===== config.mk =====
export PLATFORM = sky130hd
export DESIGN_NAME = frame_update_scheduler
export DESIGN_NICKNAME = d
export VERILOG_FILES = /design/src/rtl/frame_update_scheduler.sv
export SDC_FILE = /design/constraint.sdc
export NUM_CORES = 1
export LEC_CHECK = 0
export BUFFER_PORTS_ARGS = -buffer_cell sky130_fd_sc_hd__buf_4
export CAP_MARGIN = 15
export CORE_MARGIN = 5
export CORE_UTILIZATION = 30
export CTS_BUF_LIST = sky130_fd_sc_hd__clkbuf_4
export CTS_CLUSTER_SIZE = 10
export DETAILED_ROUTE_END_ITERATION = 6
export GPL_TIMING_DRIVEN = 0
export HOLD_SLACK_MARGIN = 0.05
export SYNTH_ARGS = -nofsm -noshare
export SYNTH_HDL_FRONTEND = slang
export SYNTH_SLANG_ARGS = --single-unit

===== constraint.sdc =====
create_clock -name clk -period 1.9 [get_ports clk]
set_input_delay 0.38 -clock clk [delete_from_list [all_inputs] [get_ports clk]]
set_output_delay 0.38 -clock clk [all_outputs]
set_load 0.02 [all_outputs]

===== src/rtl/frame_update_scheduler.sv =====
// Purpose: per-frame scheduler; snapshots collision flags on vsync, runs physics, commits clamped coordinates to shadow registers.
// Latency: vsync fall -> phys_start 3 clk; phys_done sampled at edge N -> coordinates and commit visible after edge N+1.
// Backpressure: none; vsync edges arriving while physics is busy are counted as overruns and dropped.
module frame_update_scheduler #(
    parameter int COORD_W     = 10,
    parameter int FRAME_DIV   = 1,
    parameter int TIMEOUT_CYC = 60000,
    parameter int X_MAX       = 639,
    parameter int Y_MAX       = 479,
    parameter int P1_X_INIT   = 64,
    parameter int P2_X_INIT   = 512,
    parameter int PLY_Y_INIT  = 352,
    parameter int BALL_X_INIT = 300,
    parameter int BALL_Y_INIT = 40
) (
    input  logic               clk,
    input  logic               reset_n,
    input  logic               enable,
    input  logic               vga_vs,
    input  logic               player_cover,
    input  logic               COM_cover,
    input  logic               phys_done,
    input  logic [COORD_W-1:0] phys_p1_x,
    input  logic [COORD_W-1:0] phys_p1_y,
    input  logic [COORD_W-1:0] phys_p2_x,
    input  logic [COORD_W-1:0] phys_p2_y,
    input  logic [COORD_W-1:0] phys_ball_x,
    input  logic [COORD_W-1:0] phys_ball_y,
    output logic               phys_start,
    output logic               hit_p1,
    output logic               hit_com,
    output logic [COORD_W-1:0] p1_x,
    output logic [COORD_W-1:0] p1_y,
    output logic [COORD_W-1:0] p2_x,
    output logic [COORD_W-1:0] p2_y,
    output logic [COORD_W-1:0] ball_x,
    output logic [COORD_W-1:0] ball_y,
    output logic               commit,
    output logic [15:0]        frame_cnt,
    output logic [7:0]         overrun_cnt,
    output logic               timeout
);

    localparam int                 CNT_W    = $clog2(TIMEOUT_CYC + 1);
    localparam logic [3:0]         DIV_LAST = 4'(FRAME_DIV - 1);
    localparam logic [CNT_W-1:0]   TO_LAST  = CNT_W'(TIMEOUT_CYC - 1);
    localparam logic [COORD_W-1:0] XM       = COORD_W'(X_MAX);
    localparam logic [COORD_W-1:0] YM       = COORD_W'(Y_MAX);
    // Coordinate slots: 0 p1_x, 1 p1_y, 2 p2_x, 3 p2_y, 4 ball_x, 5 ball_y (even = x, odd = y).
    localparam logic [COORD_W-1:0] INIT [6] = '{
        COORD_W'(P1_X_INIT), COORD_W'(PLY_Y_INIT),
        COORD_W'(P2_X_INIT), COORD_W'(PLY_Y_INIT),
        COORD_W'(BALL_X_INIT), COORD_W'(BALL_Y_INIT)
    };

    typedef enum logic [1:0] {IDLE, ARM, BUSY, COMMIT} state_t;

    state_t             state_q, state_d;
    logic               vs_s1_q, vs_s2_q, vs_prev_q;
    logic               vs_edge;
    logic [3:0]         div_q, div_d;
    logic [CNT_W-1:0]   busy_cnt_q, busy_cnt_d;
    logic               phys_start_q, phys_start_d;
    logic               hit_p1_q, hit_p1_d, hit_com_q, hit_com_d;
    logic               commit_q, commit_d;
    logic [15:0]        frame_cnt_q, frame_cnt_d;
    logic [7:0]         overrun_q, overrun_d;
    logic               timeout_q, timeout_d;
    logic [COORD_W-1:0] phys_w  [6];
    logic [COORD_W-1:0] cap_q   [6];
    logic [COORD_W-1:0] cap_d   [6];
    logic [COORD_W-1:0] coord_q [6];
    logic [COORD_W-1:0] coord_d [6];

    function automatic logic [COORD_W-1:0] clamp(input logic [COORD_W-1:0] v,
                                                 input logic [COORD_W-1:0] lim);
        return (v > lim) ? lim : v;
    endfunction

    assign phys_w[0] = phys_p1_x;
    assign phys_w[1] = phys_p1_y;
    assign phys_w[2] = phys_p2_x;
    assign phys_w[3] = phys_p2_y;
    assign phys_w[4] = phys_ball_x;
    assign phys_w[5] = phys_ball_y;

    // Falling edge of the synchronized vsync, one cycle after it settles in vs_s2_q.
    assign vs_edge = vs_prev_q & ~vs_s2_q;

    // Two-flop synchronizer for vsync plus the previous-value register for edge detection.
    always_ff @(posedge clk) begin
        if (!reset_n) begin
            vs_s1_q   <= 1'b0;
            vs_s2_q   <= 1'b0;
            vs_prev_q <= 1'b0;
        end else begin
            vs_s1_q   <= vga_vs;
            vs_s2_q   <= vs_s1_q;
            vs_prev_q <= vs_s2_q;
        end
    end

    // Next-state logic: frame bookkeeping on every edge, plus the IDLE/ARM/BUSY/COMMIT sequencing.
    always_comb begin
        state_d      = state_q;
        div_d        = div_q;
        busy_cnt_d   = busy_cnt_q;
        phys_start_d = 1'b0;
        commit_d     = 1'b0;
        hit_p1_d     = hit_p1_q;
        hit_com_d    = hit_com_q;
        frame_cnt_d  = frame_cnt_q;
        overrun_d    = overrun_q;
        timeout_d    = timeout_q;
        cap_d        = cap_q;
        coord_d      = coord_q;

        if (vs_edge) begin
            frame_cnt_d = frame_cnt_q + 16'd1;
            if (state_q == BUSY) begin
                // Flags stay frozen while physics consumes them.
                if (overrun_q != 8'hFF) overrun_d = overrun_q + 8'd1;
            end else begin
                hit_p1_d  = player_cover;
                hit_com_d = COM_cover;
            end
        end

        case (state_q)
            IDLE: begin
                if (enable) state_d = ARM;
            end
            ARM: begin
                if (!enable) begin
                    state_d = IDLE;
                end else if (vs_edge) begin
                    if (div_q == DIV_LAST) begin
                        div_d        = 4'd0;
                        phys_start_d = 1'b1;
                        busy_cnt_d   = '0;
                        state_d      = BUSY;
                    end else begin
                        div_d = div_q + 4'd1;
                    end
                end
            end
            BUSY: begin
                busy_cnt_d = busy_cnt_q + 1'b1;
                // A done still asserted from a previous transaction must not be taken in the start cycle.
                if (phys_done && !phys_start_q) begin
                    for (int i = 0; i < 6; i++) begin
                        cap_d[i] = clamp(phys_w[i], (i % 2 == 0) ? XM : YM);
                    end
                    state_d = COMMIT;
                end else if (busy_cnt_q == TO_LAST) begin
                    timeout_d = 1'b1;
                    state_d   = ARM;
                end
            end
            COMMIT: begin
                coord_d  = cap_q;
                commit_d = 1'b1;
                state_d  = enable ? ARM : IDLE;
            end
            default: state_d = IDLE;
        endcase
    end

    // State and output registers; coordinates reload their power-on positions.
    always_ff @(posedge clk) begin
        if (!reset_n) begin
            state_q      <= IDLE;
            div_q        <= 4'd0;
            busy_cnt_q   <= '0;
            phys_start_q <= 1'b0;
            commit_q     <= 1'b0;
            hit_p1_q     <= 1'b0;
            hit_com_q    <= 1'b0;
            frame_cnt_q  <= 16'd0;
            overrun_q    <= 8'd0;
            timeout_q    <= 1'b0;
            cap_q        <= INIT;
            coord_q      <= INIT;
        end else begin
            state_q      <= state_d;
            div_q        <= div_d;
            busy_cnt_q   <= busy_cnt_d;
            phys_start_q <= phys_start_d;
            commit_q     <= commit_d;
            hit_p1_q     <= hit_p1_d;
            hit_com_q    <= hit_com_d;
            frame_cnt_q  <= frame_cnt_d;
            overrun_q    <= overrun_d;
            timeout_q    <= timeout_d;
            cap_q        <= cap_d;
            coord_q      <= coord_d;
        end
    end

    assign phys_start  = phys_start_q;
    assign hit_p1      = hit_p1_q;
    assign hit_com     = hit_com_q;
    assign commit      = commit_q;
    assign frame_cnt   = frame_cnt_q;
    assign overrun_cnt = overrun_q;
    assign timeout     = timeout_q;
    assign p1_x        = coord_q[0];
    assign p1_y        = coord_q[1];
    assign p2_x        = coord_q[2];
    assign p2_y        = coord_q[3];
    assign ball_x      = coord_q[4];
    assign ball_y      = coord_q[5];

endmodule


### Yosys cells after proc, flatten, opt, wreduce, memory -nomap -nowiden

Cells that the tools add are included.

* add/sub/neg operators: 4
* magnitude comparators: 6
* equal/unequal tests: 12
* mux-type cells: 21
* bitwise logic cells: 4
* reduce and logical (&&, ||, !) cells: 13

Operators with widths (count)
* $mux 10: 6
* $mux 16: 3
* $add 16x1->16 const B: 2
* $pmux 16 s2: 1
* $gt 10x10->1 const B: 3
* $gt 10x9->1 const B: 3
* $eq 16x16->1 const B: 1
* $mux 2: 6
* $reduce_and 4->1: 3
* $reduce_and 3->1: 3
* $add 8x1->8 const B: 1
* $ne 2x2->1 const B: 4
* $ne 8x8->1 const B: 1
* $pmux 2 s4: 1
* $ne 3x3->1 const B: 2
* $add 4x1->4 const B: 1
* $eq 2x2->1 const B: 2
* $logic_not 4->1: 1
* $mux 4: 1
* $reduce_and 2->1: 2
* $mux 1: 3
* $ne 3x1->1 const B: 1
* $not 1->1: 3
* $eq 2x1->1 const B: 1
* 5 further kinds: 5

* register bits: 174
* input bits: 67
* word-level logic and storage cells: 85

### Depth between registers and ports, before layout

Gate-level depths: netlist of run 1.

* word-level depth: 5
* mapped depth: 8
* depth with buffers taken out: 6

### Worst setup path after synthesis of run 1

No wires, ideal clock.

* kind: reg-to-reg
* from: register div_q[0]
* to: register busy_cnt_q[11]
* arrival: 1.556 ns
* data required time: 1.830 ns
* path slack: 0.274 ns
* cell stages (with the launch flop): 7
* buffers on the path: 0
* clock period less this slack: 1.626 ns
* cell sequence: dfxtp_1 inv_1 ha_1 nor4b_4 a21oi_2 or4_1 a21oi_1

* word-level cells in the longest chain between the ends: 3

RTL lines
* from (decl): RTL line 61 `logic [3:0] div_q, div_d;`
* from (signal assigned): RTL line 186 `div_q <= div_d;`
* $logic_not 4->1: RTL line 137 `if (div_q == DIV_LAST) begin`
* $ne 2x2->1 (no source line)
* $reduce_and 4->1 (no source line)
* to (signal assigned): RTL line 187 `busy_cnt_q <= busy_cnt_d;`
* to (decl): RTL line 62 `logic [CNT_W-1:0] busy_cnt_q, busy_cnt_d;`

Every way passes these cells.
A chain may end at the register's enable or synchronous reset.

### Final worst setup path of run 1

* from: register div_q[0]
* to: register busy_cnt_q[8]

The elaborated chain is that of the path after synthesis.

==> metrics.cfg, run 1 <==
[sta]
slew_headroom_pct = 55.07
worst-slew-pin-transition_ps = 673.9
rsz0062_at_grt = yes
final.setup.tns_ps = 0
period_minus_slack_ps = 1830
hold_viol_final = 0
max_freq_mhz = 546.5
skew_ps = 21.39
slew_viol_final = 0
setup_ws_ps = 70.07
min_period_over_period_pct = 96.31
setup-violations-final = 0

[synthesis]
postSynthCellCount = 737
synth.most_common_cell = dfxtp_1
ys_ff_latch = 174
ys.warnings.count = 0
synthTopCellsByArea = dfxtp_1, nand2_1, a21oi_1
synth.avg_cell_area_um2 = 8.966
yosys-top-cells-count = dfxtp_1, nand2_1, a21oi_1, nor2_1, clkbuf_1
synth_top_area_cell = dfxtp_1
ys_seq_area_share_pct = 52.72
async_flop_share_pct = 0
synth_area_um2 = 6608
ys.flop_type = dfxtp_1
ys_types = 55
synth_top_cell_area_share_pct = 52.72
synth-edff-count = 0
syn_nets = 809

[layout]
syn2layout_area_growth_pct = 37.32
instances_no_fill = 1262
multi_input_area_um2 = 2975
final_nets = 1041
antennaDiodeCount = 0
drive_above_1_share_pct = 26.68
regArea_um2 = 3490
fill_cells = 2210

[drt]
dr_total_vias = 6174
drt_wl_total_um = 20150
detail-route-antenna-nets = 0
drt_iter0_drc = 333
wl_per_cell_um = 15.97
firstDrtPassIters = 5
avgViaCountPerCell = 4.892
drc = 0

[clock_tree]
clockRootBuffer = clkbuf_4
htree_levels = 4
cts_buffers = 17
worstSkewPairLatency_ps = 580
clock-sinks = 174
clockBufferDepth = 2
clkTransAtPathRegs_ps = 160
cts_tree = built

[min_path]
hold_path.class = in2reg
min_from = phys_p1_y[7]
whs_endpoint = cap_q[47]$_SDFFE_PN0N_
min_path_cells = 3

[floorplan]
ioPinCount = 156
die_area_um2 = 25090
rows = 54
die_w_um = 158.4
die_height_um = 158.4
start_util_pct = 30.37
core_um2 = 21760

[job]
drv_cap = 0

[outcome]
status = finished, final reports clean

[critical_path]
worst_r2r_path_depth = 6
path_max_fanout = 10
required_ps = 2360
worst_setup_path_start_kind = flip-flop
critPathCaptureType = flip-flop
worstSetupPathType = reg2reg
crit_arrival_ps = 2290
rr_startpoint = div_q[0]$_SDFFE_PN0P_
r2r_slack_ps = 70
r2r_end = busy_cnt_q[8]$_SDFFE_PN0P_

[placed_design]
place_ws_ps = -363.5
port_buffers = 154
gp_congestion = 0.8272
dp_hpwl_um = 14510
dp.cells = 1171

[global_routing]
grt_pass1_vias = 5863
grt_antenna_before_repair = 0
grt_pass1_wl_um = 30850
grt_max_degree = 19
grt_usage_pct = 15.73
grt_overflow = 0

[power_and_ir_drop]
p_per_area_nw_per_um2 = 685.8
p_total_mw = 6.223
vdd_drop_max_mv = 0.3629
cellLeakagePower_nw = 3.593

final cells by class:
type                       instances  area share (%)
clock buffer                      17           1.407
sequential                       174           38.46
clock inverter                    15           1.931
inverter                           4          0.1655
tap                              280           3.861
timing repair buffer             212           19.00
buffer                            45           2.386
multi-input combinational        515           32.79
worst max-delay path by stage:
stage	startpoint	to	slack (ps)	cells after the start
after floorplan	div_q[0]$_SDFFE_PN0P_	busy_cnt_q[11]$_SDFFE_PN0P_	270	6
after global placement	state_q[1]$_SDFFE_PN0P_	cap_q[22]$_SDFFE_PN0N_	-330	6
after detailed placement	reset_n	overrun_cnt[4]$_SDFFE_PN0P_	-360	5
after CTS	state_q[1]$_SDFFE_PN0P_	p2_x[2]$_SDFFE_PN0N_	8	6
after global routing	state_q[0]$_SDFFE_PN0P_	ball_y[4]$_SDFFE_PN0N_	-100	6
final	div_q[0]$_SDFFE_PN0P_	busy_cnt_q[8]$_SDFFE_PN0P_	70	6
critical path, stage by stage (launching register included):
cell and delay (ps):
dfxtp_4 390, inv_1 60, ha_2 170, or4b_1 510, o21ai_4 290, buf_4 240
a21oi_1 50
cells in the final DEF (no fill, tap or decap), types with 3 or more instances in the layout:
cell type      Yosys  layout
nand3_1           29      29
a41oi_1            3       3
inv_1              3       3
xnor2_1            4       4
a21oi_1           71      71
nand4_1           13      13
and2_1             6       6
nor2_1            45      45
dlygate4sd3_1      0      54
and4_1             5       5
nor3_1            20      19
ha_1               5       4
dfxtp_1          174     171
clkinv_4           0       4
and3_1             8       8
or4_1              5       5
nand3b_1           6       6
inv_8              0       4
nand2_1          168     166
buf_4              3     162
or3_2              3       3
o31ai_1            4       4
and4b_1            5       4
o21ai_0           19      19
xor2_1            16      16
buf_2              8       6
clkbuf_2           0       6
clkbuf_4           0      17
mux2i_1            5       5
or3_1              5       5
o221a_2           31      31
o22ai_1            5       5
clkbuf_1          32      26
sequential cells by signal, indices dropped and copies added, names as in the netlist, 2 cells and up:
register,cells
p1_x,10
p2_y,10
busy_cnt_q,16
p2_x,10
state_q,2
overrun_cnt,8
ball_y,10
frame_cnt,16
div_q,4
cap_q,60
p1_y,10
ball_x,10
power breakdown:
group	internal [mW]	switching, mW
clock network	0.720	1.46
logic	0.199	0.171
registers	3.66	0.00793
total	4.58	1.64
layer usage:
layer / wire length [µm] / part of all wire [%] / global-route usage (%)
met1: 9318 / 46 / 20.88
met2: 9385 / 47 / 25.95
met3: 1302 / 6.5 / 3.914
met4: 142 / 0.70 / 3.534
met5: 0 / 0 / 0
logic make-up after synthesis:
family | share of synthesized area, %
buffers and inverters | 3.219
XOR/XNOR | 2.651
AND/OR/NAND/NOR | 24.77
flip-flops | 52.72
multiplexers | 0.7575
adder cells (fa/ha/maj) | 0.9468
AO/OA/AOI/OAI | 14.94
metrics by stage:
stage                     instance area (µm²)  hold WS, ps  util (%)
after detailed placement                 8114        427.3     37.30
final                                    9074        100.3     41.71
after CTS                                9002        53.64     41.38
after global placement                   8114        414.5     37.30
after global routing                     9074        61.26     41.71
after floorplan                          6608        411.9         -
timing repair:
action / CTS / global route
buffers inserted: 1 / 2
cloned: 0 / 2
hold buffers: 53 / 1
resized for setup: 11 / 19
setup endpoints to repair: 100 / 87
pin swaps: 0 / 1
hold endpoints to repair: 52 / 1
Note: power is estimated with default switching activity, not from simulation.
==> run 2, diff against run 1 <==
--- a/config.mk
+++ b/config.mk
@@ -6,7 +6,7 @@
 export NUM_CORES = 1
 export LEC_CHECK = 0
 export BUFFER_PORTS_ARGS = -buffer_cell sky130_fd_sc_hd__buf_4
-export CAP_MARGIN = 15
+export CAP_MARGIN = 10
 export CORE_MARGIN = 5
 export CORE_UTILIZATION = 30
 export CTS_BUF_LIST = sky130_fd_sc_hd__clkbuf_4
@@ -14,6 +14,7 @@
 export DETAILED_ROUTE_END_ITERATION = 6
 export GPL_TIMING_DRIVEN = 0
 export HOLD_SLACK_MARGIN = 0.05
+export PLACE_DENSITY = 0.49
 export SYNTH_ARGS = -nofsm -noshare
 export SYNTH_HDL_FRONTEND = slang
 export SYNTH_SLANG_ARGS = --single-unit
==> run 2 against run 1 <==
  * Clock power grew 13%
  * Sequential cell count is the same
  * Cell area shrank 0.30%
  * Worst setup slack gained 16 ps
  * Count of clock-buffer cells in the layout grew 1
  * Largest power group unchanged
  * Power grew 4.2%
  * Hold slack is essentially flat
  * Wire length grew 0.99%
  * Via count shrank 3.0%
  * Die area is the same
  * Critical path type unchanged
  * First-iteration DRC count shrank 17%
==> metrics.cfg, run 2 (synthesis results as in run 1) <==
[placed_design]
dp_hpwl_um = 14760  ; +1.7%
place_ws_ps = -356.3  ; +7.201 ps
dp.cells = 1171  ; unchanged
port_buffers = 154  ; unchanged
gp_congestion = 0.7847  ; -5.1%
placedInstanceArea_um2 = 8114  ; unchanged

[min_path]
hold_path.class = in2reg
min_path_cells = 3  ; unchanged
min_from = phys_p1_y[8]

[outcome]
status = finished, final reports clean

[layout]
largest_register_ffs = 60  ; unchanged
regMostFlops = cap_q
fin_area_um2 = 9046  ; -0.30%
final_common_cell = dfxtp_1
final_cell_mix = dfxtp_1, nand2_1, buf_4
instances_no_fill = 1255  ; -0.55%
syn2layout_area_growth_pct = 36.91
drive_above_1_share_pct = 26.90  ; +0.22 points
final_nets = 1033  ; -0.77%

[critical_path]
worst_r2r_path_depth = 6  ; unchanged
worstSetupPathType = reg2reg
cp_num_cells = 6  ; unchanged
crit_start = div_q[0]$_SDFFE_PN0P_
max_stage_delay_ps = 500  ; about the same
cp_cell_sequence = inv_1 -> ha_2 -> or4b_1 -> o21ai_4 -> buf_4 -> a21oi_1
critPathCaptureType = flip-flop
path_max_fanout = 10  ; unchanged
required_ps = 2350  ; about the same
crit_buf_inv = 2  ; unchanged
crit_arrival_ps = 2260  ; -30 ps
rr_startpoint = div_q[0]$_SDFFE_PN0P_
worst_setup_path_start_kind = flip-flop
critPathSlowestCell = or4b_1
cpLargestDelayFamily = simple AND/OR/NAND/NOR gates

[global_routing]
grt_usage_pct = 16.07  ; +0.35 points
grt_pass1_wl_um = 31610  ; +2.5%
grt_pass1_vias = 5876  ; +0.22%
grt_max_degree = 17  ; -2
grt_overflow = 0  ; unchanged
grt_antenna_before_repair = 1  ; +1

[clock_tree]
clock-sinks = 174  ; unchanged
clockRootBuffer = clkbuf_4
htree_levels = 4  ; unchanged
cts_tree = built
clkTransAtPathRegs_ps = 150  ; about the same
cts_buffers = 17  ; unchanged
clockBufferDepth = 2  ; unchanged
worstSkewPairLatency_ps = 570  ; about the same

[power_and_ir_drop]
p_total_mw = 6.481  ; +4.2%
vdd_drop_max_mv = 0.3555  ; -2.0%
p_per_area_nw_per_um2 = 716.5  ; +4.5%
cellLeakagePower_nw = 3.591  ; about the same

[floorplan]
die_height_um = 158.4  ; unchanged
die_area_um2 = 25090  ; unchanged
start_util_pct = 30.37  ; unchanged
ioPinCount = 156  ; unchanged
die_w_um = 158.4  ; unchanged
core_um2 = 21760  ; unchanged
rows = 54  ; unchanged

[sta]
max_freq_mhz = 551.4  ; +0.91%
min_period_over_period_pct = 95.45  ; -0.86 points
skew_ps = 25.88  ; +4.494 ps
slew_viol_final = 0  ; unchanged
period_minus_slack_ps = 1814  ; -16.42 ps
slew_headroom_pct = 54.43  ; -0.65 points
worst-slew-pin-transition_ps = 683.6  ; +9.726 ps
rsz0062_at_grt = yes
hold_viol_final = 0  ; unchanged
setup-violations-final = 0  ; unchanged
setup_ws_ps = 86.50  ; +16.42 ps
final.setup.tns_ps = 0  ; unchanged

[drt]
highest_layer = met4
routed-wl-met3_um = 952  ; -27%
detail-route-antenna-nets = 0  ; unchanged
wl_per_cell_um = 16.21  ; +1.6%
met2_wirelength_um = 9584  ; +2.1%
drt_wl_total_um = 20350  ; +0.99%
firstDrtPassIters = 4  ; -1
drt-met1-wl_um = 9511  ; +2.1%
drc = 0  ; unchanged
dr_total_vias = 5987  ; -3.0%
avgViaCountPerCell = 4.771  ; -2.5%
drt_iter0_drc = 276  ; -17%

[job]
drv_cap = 0  ; unchanged

-- run 2: cell count changes in the layout (fill, tap and decap cells not counted), sizes merged --
cell / delta
clkinvlp: -1
clkbuf: +1
dlygate4sd3: -6
clkinv: -1
inv: -2
diode: +1
bufinv: +3
buf: -1
a21oi: -1
-- run 2: area by class of cell --
| cell class | instances | area, µm² |
|---|---|---|
| flip-flops and latches | 174 | 3491 |
| diodes | 1 | 2.502 |
| inverters | 4 | 15.01 |
| well taps | 280 | 350.3 |
| fillers | 2247 | 12710 |
| clock buffers | 18 | 135.1 |
| clock inverters | 14 | 203.9 |
| plain buffers | 44 | 209.0 |
| repair buffers | 206 | 1670 |
| multi-input cells | 514 | 2969 |
-- run 2: repair_timing --
item / 4_1_cts / 5_1_grt
endpoints found under the setup margin: 53 / 96
buffers inserted: 1 / 3
hold buffers: 46 / 2
endpoints found under the hold margin: 46 / 2
resized for setup: 8 / 27
pin swaps: 0 / 6
-- run 2: worst paths after layout --
path | endpoint | slack [ps]
setup / recovery | busy_cnt_q[5]$_SDFFE_PN0P_ | 90
hold / removal | cap_q[48]$_SDFFE_PN1N_ | 100
setup reg to reg | busy_cnt_q[5]$_SDFFE_PN0P_ | 90
hold reg to reg | p1_y[9]$_SDFFE_PN0N_ | 430
-- run 2: through the flow --
| step | hold slack (ps) | utilization [%] |
|---|---|---|
| after floorplan | 411.9 | - |
| after global placement | 416.3 | 37.30 |
| after detailed placement | 427.3 | 37.30 |
| after CTS | 51.81 | 41.15 |
| after global routing | 50.10 | 41.58 |
| final | 100.6 | 41.58 |
-- run 2: metal layers --
metal / global-route usage, % / up-vias
met5: 0 / -
met4: 4.793 / 0
met3: 2.963 / 19
met2: 27.06 / 125
met1: 21.05 / 2785
li1: - / 3058
-- run 2: power breakdown --
group,total [mW],internal (mW),switching [mW]
sequential,3.67,3.66,0.00778
clock,2.46,1.09,1.37
combinational,0.357,0.190,0.167
total,6.48,4.93,1.55
-- run 2: worst register-to-register path: cells and delay by family, from the launching register on --
kind	cells	cell delay (ps)
DFF	1	380
buffers and inverters	2	300
AOI/OAI and AO/OA	2	360
and+or+nand+nor	1	500
adders and majority gates	1	160
